--- src/rtl/mem_stage_ctrl_if.sv ---
`default_nettype none
// ============================================================================
// Module   : mem_stage_ctrl_if
// Purpose  : Data-memory request/ready port between the memory-access stage
//            (master) and the data memory (slave).
// Ports    : mem_req   - access request, held until mem_ready
//            mem_we    - 1 = write, 0 = read; meaningful with mem_req
//            mem_addr  - word address
//            mem_wdata - store data
//            mem_rdata - read data, valid with mem_ready
//            mem_ready - access complete
// Revision : 1.0 - initial release
// ============================================================================
interface mem_stage_ctrl_if #(
    parameter int ADDR_W = 10
);
    logic              mem_req;
    logic              mem_we;
    logic [ADDR_W-1:0] mem_addr;
    logic [31:0]       mem_wdata;
    logic [31:0]       mem_rdata;
    logic              mem_ready;

    modport master (
        output mem_req,
        output mem_we,
        output mem_addr,
        output mem_wdata,
        input  mem_rdata,
        input  mem_ready
    );

    modport slave (
        input  mem_req,
        input  mem_we,
        input  mem_addr,
        input  mem_wdata,
        output mem_rdata,
        output mem_ready
    );
endinterface
`default_nettype wire

--- src/rtl/mem_stage_ctrl.sv ---
`default_nettype none
// ============================================================================
// Module   : mem_stage_ctrl
// Purpose  : Memory-access stage of the 5-stage pipeline. Issues one data
//            memory access per load/store, freezes upstream stages while the
//            access is outstanding, aborts after TIMEOUT wait cycles with a
//            sticky error, and owns the MEM/WB pipeline register.
// Ports    : clk            - pipeline clock
//            rst            - asynchronous, active-low reset
//            WB_En_in, MEM_R_En_in, MEM_W_En_in, ALU_result_in, ST_val_in,
//            Instruction_in - EXE/MEM register outputs
//            mem            - data-memory request/ready port (master side)
//            freeze         - hold EXE/MEM and all earlier stages
//            mem_err        - sticky access-timeout flag
//            WB_En, MEM_R_En, ALU_result, Mem_read_value, Instruction
//                           - MEM/WB register outputs
// Revision : 1.0 - initial release
// ============================================================================
module mem_stage_ctrl #(
    parameter int ADDR_W  = 10,
    parameter int TIMEOUT = 16
) (
    input  logic              clk,
    input  logic              rst,

    input  logic              WB_En_in,
    input  logic              MEM_R_En_in,
    input  logic              MEM_W_En_in,
    input  logic [31:0]       ALU_result_in,
    input  logic [31:0]       ST_val_in,
    input  logic [31:0]       Instruction_in,

    mem_stage_ctrl_if.master  mem,

    output logic              freeze,
    output logic              mem_err,

    output logic              WB_En,
    output logic              MEM_R_En,
    output logic [31:0]       ALU_result,
    output logic [31:0]       Mem_read_value,
    output logic [31:0]       Instruction
);

    localparam int CNT_W = $clog2(TIMEOUT + 1);
    localparam logic [CNT_W-1:0] c_CNT_LAST = CNT_W'(TIMEOUT - 1);

    typedef enum logic [1:0] {
        S_IDLE = 2'd0,
        S_BUSY = 2'd1,
        S_DONE = 2'd2
    } state_t;

    state_t            r_state;
    logic [CNT_W-1:0]  r_wait_cnt;
    logic [31:0]       r_rd_buf;
    logic              r_mem_err;

    logic              r_wb_en;
    logic              r_mem_r_en;
    logic [31:0]       r_alu_result;
    logic [31:0]       r_mem_read_value;
    logic [31:0]       r_instruction;

    logic              w_access;
    logic              w_busy;

    assign w_access = MEM_R_En_in | MEM_W_En_in;
    assign w_busy   = (r_state == S_BUSY);

    // Request and freeze are gated by rst so they drop the moment reset is
    // asserted, even in IDLE where freeze otherwise follows the inputs.
    assign mem.mem_req   = rst & w_busy;
    // A combined R=W instruction is issued as a write.
    assign mem.mem_we    = rst & w_busy & MEM_W_En_in;
    assign mem.mem_addr  = ALU_result_in[ADDR_W+1:2];
    assign mem.mem_wdata = ST_val_in;

    assign freeze = rst & (((r_state == S_IDLE) & w_access) | w_busy);

    assign mem_err        = r_mem_err;
    assign WB_En          = r_wb_en;
    assign MEM_R_En       = r_mem_r_en;
    assign ALU_result     = r_alu_result;
    assign Mem_read_value = r_mem_read_value;
    assign Instruction    = r_instruction;

    always_ff @(posedge clk or negedge rst) begin
        if (!rst) begin
            r_state          <= S_IDLE;
            r_wait_cnt       <= '0;
            r_rd_buf         <= '0;
            r_mem_err        <= 1'b0;
            r_wb_en          <= 1'b0;
            r_mem_r_en       <= 1'b0;
            r_alu_result     <= '0;
            r_mem_read_value <= '0;
            r_instruction    <= '0;
        end else begin
            case (r_state)
                S_IDLE: begin
                    if (w_access) begin
                        // Hold the instruction here; write-back sees a bubble.
                        r_state          <= S_BUSY;
                        r_wait_cnt       <= '0;
                        r_wb_en          <= 1'b0;
                        r_mem_r_en       <= 1'b0;
                        r_alu_result     <= '0;
                        r_mem_read_value <= '0;
                        r_instruction    <= '0;
                    end else begin
                        r_wb_en          <= WB_En_in;
                        r_mem_r_en       <= MEM_R_En_in;
                        r_alu_result     <= ALU_result_in;
                        r_mem_read_value <= '0;
                        r_instruction    <= Instruction_in;
                    end
                end

                S_BUSY: begin
                    r_wb_en          <= 1'b0;
                    r_mem_r_en       <= 1'b0;
                    r_alu_result     <= '0;
                    r_mem_read_value <= '0;
                    r_instruction    <= '0;
                    // Ready on the final wait cycle still completes normally.
                    if (mem.mem_ready) begin
                        r_rd_buf <= MEM_W_En_in ? 32'd0 : mem.mem_rdata;
                        r_state  <= S_DONE;
                    end else if (r_wait_cnt == c_CNT_LAST) begin
                        r_mem_err <= 1'b1;
                        r_rd_buf  <= '0;
                        r_state   <= S_DONE;
                    end else begin
                        r_wait_cnt <= r_wait_cnt + CNT_W'(1);
                    end
                end

                S_DONE: begin
                    // Upstream is released this cycle and advances on this edge.
                    r_wb_en          <= WB_En_in;
                    r_mem_r_en       <= MEM_R_En_in;
                    r_alu_result     <= ALU_result_in;
                    r_mem_read_value <= r_rd_buf;
                    r_instruction    <= Instruction_in;
                    r_state          <= S_IDLE;
                end

                default: begin
                    r_state          <= S_IDLE;
                    r_wb_en          <= 1'b0;
                    r_mem_r_en       <= 1'b0;
                    r_alu_result     <= '0;
                    r_mem_read_value <= '0;
                    r_instruction    <= '0;
                end
            endcase
        end
    end

endmodule
`default_nettype wire

--- src/flat_wrapper.sv ---
// flat-port wrapper written by rule: the top's interface ports become plain ports
module mem_stage_ctrl_flat 
#(
    parameter int ADDR_W  = 10,
    parameter int TIMEOUT = 16
)
  (clk, rst, WB_En_in, MEM_R_En_in, MEM_W_En_in, ALU_result_in, ST_val_in, Instruction_in, freeze, mem_err, WB_En, MEM_R_En, ALU_result, Mem_read_value, Instruction, mem_mem_req, mem_mem_we, mem_mem_addr, mem_mem_wdata, mem_mem_rdata, mem_mem_ready);
  mem_stage_ctrl_if #(.ADDR_W(ADDR_W)) mem_i ();
  input  logic clk;
  input  logic rst;
  input  logic WB_En_in;
  input  logic MEM_R_En_in;
  input  logic MEM_W_En_in;
  input  logic [31:0] ALU_result_in;
  input  logic [31:0] ST_val_in;
  input  logic [31:0] Instruction_in;
  output logic freeze;
  output logic mem_err;
  output logic WB_En;
  output logic MEM_R_En;
  output logic [31:0] ALU_result;
  output logic [31:0] Mem_read_value;
  output logic [31:0] Instruction;
  output wire logic [$bits(mem_i.mem_req)-1:0] mem_mem_req;
  output wire logic [$bits(mem_i.mem_we)-1:0] mem_mem_we;
  output wire logic [$bits(mem_i.mem_addr)-1:0] mem_mem_addr;
  output wire logic [$bits(mem_i.mem_wdata)-1:0] mem_mem_wdata;
  input wire logic [$bits(mem_i.mem_rdata)-1:0] mem_mem_rdata;
  input wire logic [$bits(mem_i.mem_ready)-1:0] mem_mem_ready;
  assign mem_mem_req = mem_i.mem_req;
  assign mem_mem_we = mem_i.mem_we;
  assign mem_mem_addr = mem_i.mem_addr;
  assign mem_mem_wdata = mem_i.mem_wdata;
  assign mem_i.mem_rdata = mem_mem_rdata;
  assign mem_i.mem_ready = mem_mem_ready;
  mem_stage_ctrl #(.ADDR_W(ADDR_W), .TIMEOUT(TIMEOUT)) u_core (.clk(clk), .rst(rst), .WB_En_in(WB_En_in), .MEM_R_En_in(MEM_R_En_in), .MEM_W_En_in(MEM_W_En_in), .ALU_result_in(ALU_result_in), .ST_val_in(ST_val_in), .Instruction_in(Instruction_in), .mem(mem_i), .freeze(freeze), .mem_err(mem_err), .WB_En(WB_En), .MEM_R_En(MEM_R_En), .ALU_result(ALU_result), .Mem_read_value(Mem_read_value), .Instruction(Instruction));
endmodule
--- config.mk ---
export PLATFORM = sky130hd
export DESIGN_NAME = mem_stage_ctrl_flat
export DESIGN_NICKNAME = d
export VERILOG_FILES = /design/src/rtl/mem_stage_ctrl_if.sv /design/src/rtl/mem_stage_ctrl.sv /design/src/flat_wrapper.sv
export SDC_FILE = /design/constraint.sdc
export NUM_CORES = 1
export LEC_CHECK = 0
export CORE_MARGIN = 2
export CORE_UTILIZATION = 39
export CTS_CLUSTER_DIAMETER = 120
export DETAILED_ROUTE_END_ITERATION = 6
export PLACE_DENSITY = 0.8
export SLEW_MARGIN = 20
export SYNTH_ARGS = -nofsm -noshare
export SYNTH_HDL_FRONTEND = slang
export SYNTH_SLANG_ARGS = --single-unit
--- constraint.sdc ---
create_clock -name clk -period 2.5 [get_ports clk]
set_clock_uncertainty 0.1 [all_clocks]
set_input_delay 0.25 -clock clk [delete_from_list [all_inputs] [get_ports clk]]
set_output_delay 0.25 -clock clk [all_outputs]
set_load 0.03 [all_outputs]
==> results.ini, run 1 <==
[status]
status = finished, final reports clean

[sta]
report.final.hold_viol_count = 0
setup_viol = 0
postLayoutSetupSlackWorst_ns = 0.130
worstMarginPinSlew_ns = 0.675
fin_setup_tns_ns = 0
timing.fmax_mhz = 422
min_period_ns = 2.37
rsz0062_at_grt = false
finalCritPeriodShare_pct = 94.8
max_slew_margin_pct = 55.0
final_max_slew_viol_count = 0

[setup_path]
crit_chain = and2b_1, and3_1, clkdlybuf4s50_1
crit_arrival_ns = 2.02
required_ns = 2.15
regToRegStartpoint = u_core.r_wait_cnt[0]
critPathMaxFanout = 9
reg2reg_slack_ns = 0.34
reg2reg_depth = 6
crit_type = flip-flop to primary output
endpoint_kind = primary output
cp-start-kind = flip-flop
critical_path.startpoint = u_core.r_state[1]
r2r_end = u_core.r_wait_cnt[3]
max_stage_delay_ns = 0.68
critPathSlowestCell = clkdlybuf4s50_1

[clock_tree]
htree_levels = 4
cts_buffers = 17
clk_pin_slew_ns = 0.06
cts-root-buf = clkbuf_16
clk_latency_ns = 0.41
post_cts_buffers = 0
cts.sinks = 138
cts_tree = done
clockBufferDepth = 2

[detailed_routing]
first_iter_violations = 214
routedWlPerCell_um = 16.4
first_pass_iters = 4
drc_errors = 0
route.antenna.remaining_nets = 0
vias_per_cell = 4.58
vias = 3493
wirelength_um = 12500

[synth]
synthArstFlopShare_pct = 100
synth_fp_nets = 537
synth_edf_count = 0
synthesis.instances = 401
synth_top_area_cell = dfrtp_1
yosysSeqAreaShare_pct = 67.0
synth_area_leaders = dfrtp_1, and2_1, buf_4
synthDominantCellAreaShare_pct = 67.0
yosysWarnings = 0
synth_seq_cells = 138
synth_cell_type_count = 34
synth-main-ff-cell = dfrtp_1
syn_area_mm2 = 0.00515
syn_avg_cell_area_um2 = 12.9

[power]
power.density_mw_per_mm2 = 846
ir_worst_vdd_mv = 0.421
power.total_w = 0.00653
p_comb_share_pct = 22.1
switching_share_pct = 28.1
seqPwrFrac_pct = 41.4
cellInternalPower_w = 0.00470
power.switching_w = 0.00183
pwr-share-clk_pct = 36.6
p_leak_nw = 3.54

[global_route]
grt_first_pass_wirelength_um = 20000
grt_max_degree = 127
grt_usage_pct = 18.4
grt_pass1_vias = 3710
antenna_found_initial = 0
grt_overflow = 0

[place]
finalWeightedCongestion = 0.779
io_buffers = 213
dp_slack_ns = 0.220
dp_hpwl_um = 8740

[cells_and_area]
layout-drive-gt1-share_pct = 8.81
synthToLayoutAreaGrowth_pct = 49.9
antennaDiodeCount = 0
layout.nets = 715

[min_path]
hold_path.class = input port to asynchronous set/reset pin

[job]
maxCapViolCount = 0

[floorplan]
rows = 41
start_util_pct = 40.3
dieHeight_um = 119
ios = 278
dieArea_mm2 = 0.0142
die_x_um = 119
core_mm2 = 0.0128

what timing repair did:
action / 4_1_cts / 5_1_grt
gates resized for setup: 0 / 1
hold buffers: 1 / 0
setup endpoints to repair: 0 / 1
hold endpoints to repair: 138 / 0
power groups by stage:
| stage | combinational, W | clock (W) | sequential, W |
|---|---|---|---|
| 2_1_floorplan | 0.000611 | 0 | 0.00301 |
| 3_3_place_gp | 0.00141 | 0 | 0.00272 |
| 3_5_place_dp | 0.00144 | 0 | 0.00274 |
| 4_1_cts | 0.00146 | 0.00244 | 0.00270 |
| 5_1_grt | 0.00154 | 0.00255 | 0.00274 |
| 6_report | 0.00144 | 0.00239 | 0.00270 |
per-stage QoR:
stage               cells  area [µm²]  util (%)  hold slack (ns)
CTS                   762        7720      60.5            0.163
floorplan             401        5150         -           -0.146
detailed placement    731        7150      56.0          -0.0218
finish                762        7720      60.5            0.171
global route          762        7720      60.5            0.172
global placement      731        7150      56.0          -0.0245
Yosys cell counts (all sizes together), types with 2 or more instances:
| master | instances |
|---|---|
| nor2 | 5 |
| nand2 | 16 |
| o2bb2ai | 4 |
| clkbuf | 10 |
| o21ai | 30 |
| a22o | 17 |
| nor4 | 3 |
| a21oi | 4 |
| buf | 52 |
| inv | 5 |
| ha | 2 |
| and2 | 98 |
| and3 | 2 |
| dfrtp | 138 |
| and2b | 2 |
placed cells by master, fill, tap and decap left out, types with 2 or more instances in the layout:
cell type | synthesis | layout
a21oi_1 | 4 | 4
a22o_1 | 7 | 7
a22o_2 | 10 | 10
and2_1 | 98 | 98
and2b_1 | 2 | 2
and3_1 | 2 | 2
buf_12 | 0 | 2
buf_4 | 44 | 5
bufinv_16 | 0 | 2
clkbuf_16 | 0 | 17
clkdlybuf4s50_1 | 0 | 211
clkinv_2 | 0 | 5
clkinv_4 | 0 | 2
clkinvlp_4 | 0 | 2
dfrtp_1 | 138 | 138
ha_1 | 2 | 2
inv_1 | 5 | 5
nand2_1 | 15 | 15
nor2_1 | 5 | 5
nor4_1 | 3 | 3
o21ai_0 | 23 | 23
o21ai_1 | 7 | 7
o2bb2ai_1 | 4 | 4
kinds of logic after synthesis:
family / after synthesis / share of synthesized area [%]
AOI/OAI and AO/OA: 60 / 7.94
adders and majority gates: 2 / 0.485
buffers and inverters: 67 / 8.76
DFF: 138 / 67.0
muxes: 1 / 0.194
and+or+nand+nor: 133 / 15.6
routing by layer:
layer,GRT usage (%),up-vias,wire length (µm)
met4,9.82,0,479
met3,5.32,53,778
li1,-,1613,-
met2,30.5,154,6410
met5,0,-,0
met1,21.6,1673,4850
registers in the layout, indices dropped and copies added, names as in the netlist:
signal / flops
u_core.ALU_result: 32
u_core.Instruction: 32
u_core.Mem_read_value: 32
u_core.r_rd_buf: 32
u_core.r_wait_cnt: 5
u_core.r_state: 2
u_core.MEM_R_En: 1
u_core.WB_En: 1
u_core.mem_err: 1
worst max-delay path by stage:
| stage | to | slack [ns] | cells past startpoint |
|---|---|---|---|
| 6_report | mem_mem_we | 0.13 | 3 |
| 3_3_place_gp | freeze | 0.26 | 5 |
| 5_1_grt | mem_mem_we | 0.06 | 3 |
| 3_5_place_dp | freeze | 0.22 | 5 |
| 4_1_cts | freeze | 0.007 | 4 |
| 2_1_floorplan | u_core.r_wait_cnt[3] | 0.48 | 7 |
worst max-delay path, delay by kind of cell, from the launching register on:
| kind | cells | cell delay (ns) |
|---|---|---|
| and+or+nand+nor | 2 | 0.45 |
| buffers and inverters | 1 | 0.68 |
| DFF | 1 | 0.47 |
final cells by class:
class                           instances  area, µm²
Tap cell                              172        215
Fill cell                             969       5050
Timing Repair Buffer                  221       2220
Multi-Input combinational cell        196       1250
Clock buffer                           18        439
Inverter                                5       18.8
Clock inverter                         12        126
Sequential cell                       138       3450
(Power assumes the default switching activity.)
==> inputs of run 2 (changes only) <==
--- a/config.mk
+++ b/config.mk
@@ -10,7 +10,7 @@
 export CTS_CLUSTER_DIAMETER = 120
 export DETAILED_ROUTE_END_ITERATION = 6
 export PLACE_DENSITY = 0.8
-export SLEW_MARGIN = 20
+export SLEW_MARGIN = 15
 export SYNTH_ARGS = -nofsm -noshare
 export SYNTH_HDL_FRONTEND = slang
 export SYNTH_SLANG_ARGS = --single-unit
==> results of run 2 <==
Final layout, timing and power as in run 1 (identical DEF).
==> inputs of run 3 (changes only) <==
--- a/config.mk
+++ b/config.mk
@@ -5,6 +5,7 @@
 export SDC_FILE = /design/constraint.sdc
 export NUM_CORES = 1
 export LEC_CHECK = 0
+export CORE_ASPECT_RATIO = 0.7
 export CORE_MARGIN = 2
 export CORE_UTILIZATION = 39
 export CTS_CLUSTER_DIAMETER = 120
==> run 3 against run 2 <==
Net effect:
- clock-buffer cell count fell by 1
- register-to-register slack about the same
- clock power grew 8%
- cell count down 0.66%
- cell area up 0.52%
- non-clock buffer count stayed put
- first-iteration DRC count up 6.5%
- power up 3.2%
- sequential power barely moved
- critical endpoint unchanged
- wire length increased by 1.3%
- highest routed layer unchanged
- global-route usage down 0.15 points
- hold slack better by 0.12 ns
==> results.ini, run 3 (same netlist as run 1, synthesis figures left out) <==
[power]
p_comb_share_pct = 21.4  ; -0.7 points
power.switching_w = 0.00192  ; +4.7%
pwr-share-clk_pct = 38.3  ; +1.7 points
p_leak_nw = 3.56  ; +0.59%
cellInternalPower_w = 0.00482  ; +2.5%
switching_share_pct = 28.5  ; +0.43 points
power.density_mw_per_mm2 = 868  ; +2.6%
seqPwrFrac_pct = 40.2  ; -1.2 points
power.total_w = 0.00674  ; +3.2%
ir_worst_vdd_mv = 0.465  ; +10%

[clock_tree]
post_cts_buffers = 0  ; unchanged
cts_buffers = 17  ; unchanged
cts_tree = done
clockBufferDepth = 2  ; unchanged
htree_levels = 4  ; unchanged
clk_pin_slew_ns = 0.06  ; about the same
clk_latency_ns = 0.40  ; about the same
cts-root-buf = clkbuf_16
cts.sinks = 138  ; unchanged

[status]
status = finished, final reports clean

[sta]
fin_setup_tns_ns = 0  ; unchanged
min_period_ns = 2.35  ; -0.0198 ns
postLayoutSetupSlackWorst_ns = 0.150  ; +0.0198 ns
setup_viol = 0  ; unchanged
rsz0062_at_grt = false
final_max_slew_viol_count = 0  ; unchanged
max_slew_margin_pct = 56.5  ; +1.5 points
finalCritPeriodShare_pct = 94.0  ; -0.79 points
worstMarginPinSlew_ns = 0.651  ; -0.0242 ns
report.final.hold_viol_count = 0  ; unchanged
timing.fmax_mhz = 426  ; +0.84%

[setup_path]
r2r_end = u_core.r_wait_cnt[3]
critPathMaxFanout = 9  ; unchanged
crit_path_end = mem_mem_we
reg2reg_depth = 6  ; unchanged
cp-start-kind = flip-flop
required_ns = 2.15  ; about the same
reg2reg_slack_ns = 0.35  ; about the same
crit_arrival_ns = 2.00  ; -0.02 ns
regToRegStartpoint = u_core.r_wait_cnt[0]
critical_path.startpoint = u_core.r_state[1]
crit_type = flip-flop to primary output
endpoint_kind = primary output

[detailed_routing]
routedWlPerCell_um = 16.7  ; +2.0%
drc_errors = 0  ; unchanged
first_pass_iters = 4  ; unchanged
vias_per_cell = 4.71  ; +2.9%
vias = 3569  ; +2.2%
wirelength_um = 12700  ; +1.3%
first_iter_violations = 228  ; +6.5%
route.antenna.remaining_nets = 0  ; unchanged

[floorplan]
rows = 35  ; -15%
ios = 278  ; unchanged
core_mm2 = 0.0131  ; +2.2%
start_util_pct = 39.5  ; -0.85 points
dieArea_mm2 = 0.0142  ; +0.10%
die_x_um = 141  ; +19%
dieHeight_um = 100  ; -16%

[cells_and_area]
nFillCells = 1029  ; +6.2%
final_cell_mix = clkdlybuf4s50_1, dfrtp_1, and2_1, o21ai_0, clkbuf_16
design_area_mm2 = 0.00776  ; +0.52%
layout.nets = 715  ; unchanged
antennaDiodeCount = 0  ; unchanged
final_common_cell = clkdlybuf4s50_1
final_util_pct = 59.5  ; -0.97 points
layout-drive-gt1-share_pct = 9.31  ; +0.49 points
synthToLayoutAreaGrowth_pct = 50.7

[global_route]
grt_overflow = 0  ; unchanged
grt_first_pass_wirelength_um = 19700  ; -1.6%
grt_max_degree = 111  ; -13%
antenna_found_initial = 0  ; unchanged
grt_pass1_vias = 3717  ; +0.19%
grt_usage_pct = 18.2  ; -0.15 points

[place]
dp_hpwl_um = 9040  ; +3.4%
finalWeightedCongestion = 0.740  ; -4.9%
dp_slack_ns = 0.205  ; -0.0149 ns
io_buffers = 213  ; unchanged
dpl_cell_area_mm2 = 0.00714  ; about the same

[min_path]
hold_path.class = input port to flip-flop

[job]
maxCapViolCount = 0  ; unchanged

## run 3: cell count changes in the layout (fill, tap and decap cells not counted), sizes merged
cell | before | now
bufinv | 2 | 3
inv | 6 | 12
clkinv | 7 | 3
clkbuf | 18 | 17
clkinvlp | 2 | 1
## run 3: per-stage QoR
stage	instances	hold slack [ns]
2_1_floorplan	401	-0.146
3_3_place_gp	725	0.214
3_5_place_dp	725	0.225
4_1_cts	757	0.273
5_1_grt	757	0.277
6_report	757	0.291
## run 3: power by group through the flow
stage / Sequential, W / Clock, W / Combinational [W]
global route: 0.00275 / 0.00276 / 0.00155
finish: 0.00271 / 0.00258 / 0.00145
CTS: 0.00271 / 0.00264 / 0.00146
floorplan: 0.00301 / 0 / 0.000611
global placement: 0.00273 / 0 / 0.00142
detailed placement: 0.00275 / 0 / 0.00145
## run 3: layout make-up
| cell class | count | area, µm² | share of cell area, % |
|---|---|---|---|
| clock buffers | 17 | 425 | 5.48 |
| multi-input cells | 196 | 1250 | 16.1 |
| flip-flops and latches | 138 | 3450 | 44.5 |
| clock inverters | 14 | 184 | 2.37 |
| well taps | 166 | 208 | 2.67 |
| inverters | 5 | 18.8 | 0.242 |
| repair buffers | 221 | 2220 | 28.6 |
## run 3: worst min path at each step
stage | from | end | slack [ns] | cells past startpoint
after floorplan | rst | u_core.ALU_result[0] | -0.15 | 0
after global placement | rst | u_core.r_rd_buf[7] | 0.21 | 2
after detailed placement | rst | u_core.r_wait_cnt[3] | 0.22 | 2
after CTS | mem_mem_rdata[9] | u_core.r_rd_buf[9] | 0.27 | 3
final | mem_mem_rdata[9] | u_core.r_rd_buf[9] | 0.29 | 3
after global routing | Instruction_in[27] | u_core.Instruction[27] | 0.28 | 2
## run 3: per-layer routing
layer | vias up | wire length [µm] | GRT usage (%)
met5 | - | 0 | 0
met4 | 0 | 306 | 7.92
met3 | 38 | 834 | 5.30
met2 | 145 | 6380 | 30.3
met1 | 1766 | 5160 | 22.5
li1 | 1620 | - | -
## run 3: timing repair
action                     4_1_cts  5_1_grt
gates resized for setup          0        1
hold buffers                     1        0
setup endpoints to repair        0        1
hold endpoints to repair       138        0
## run 3: worst max-delay path: stages (launching register included)
cell and delay, ns:
dfrtp_1 0.47, and2b_1 0.29, and3_1 0.17, clkdlybuf4s50_1 0.66
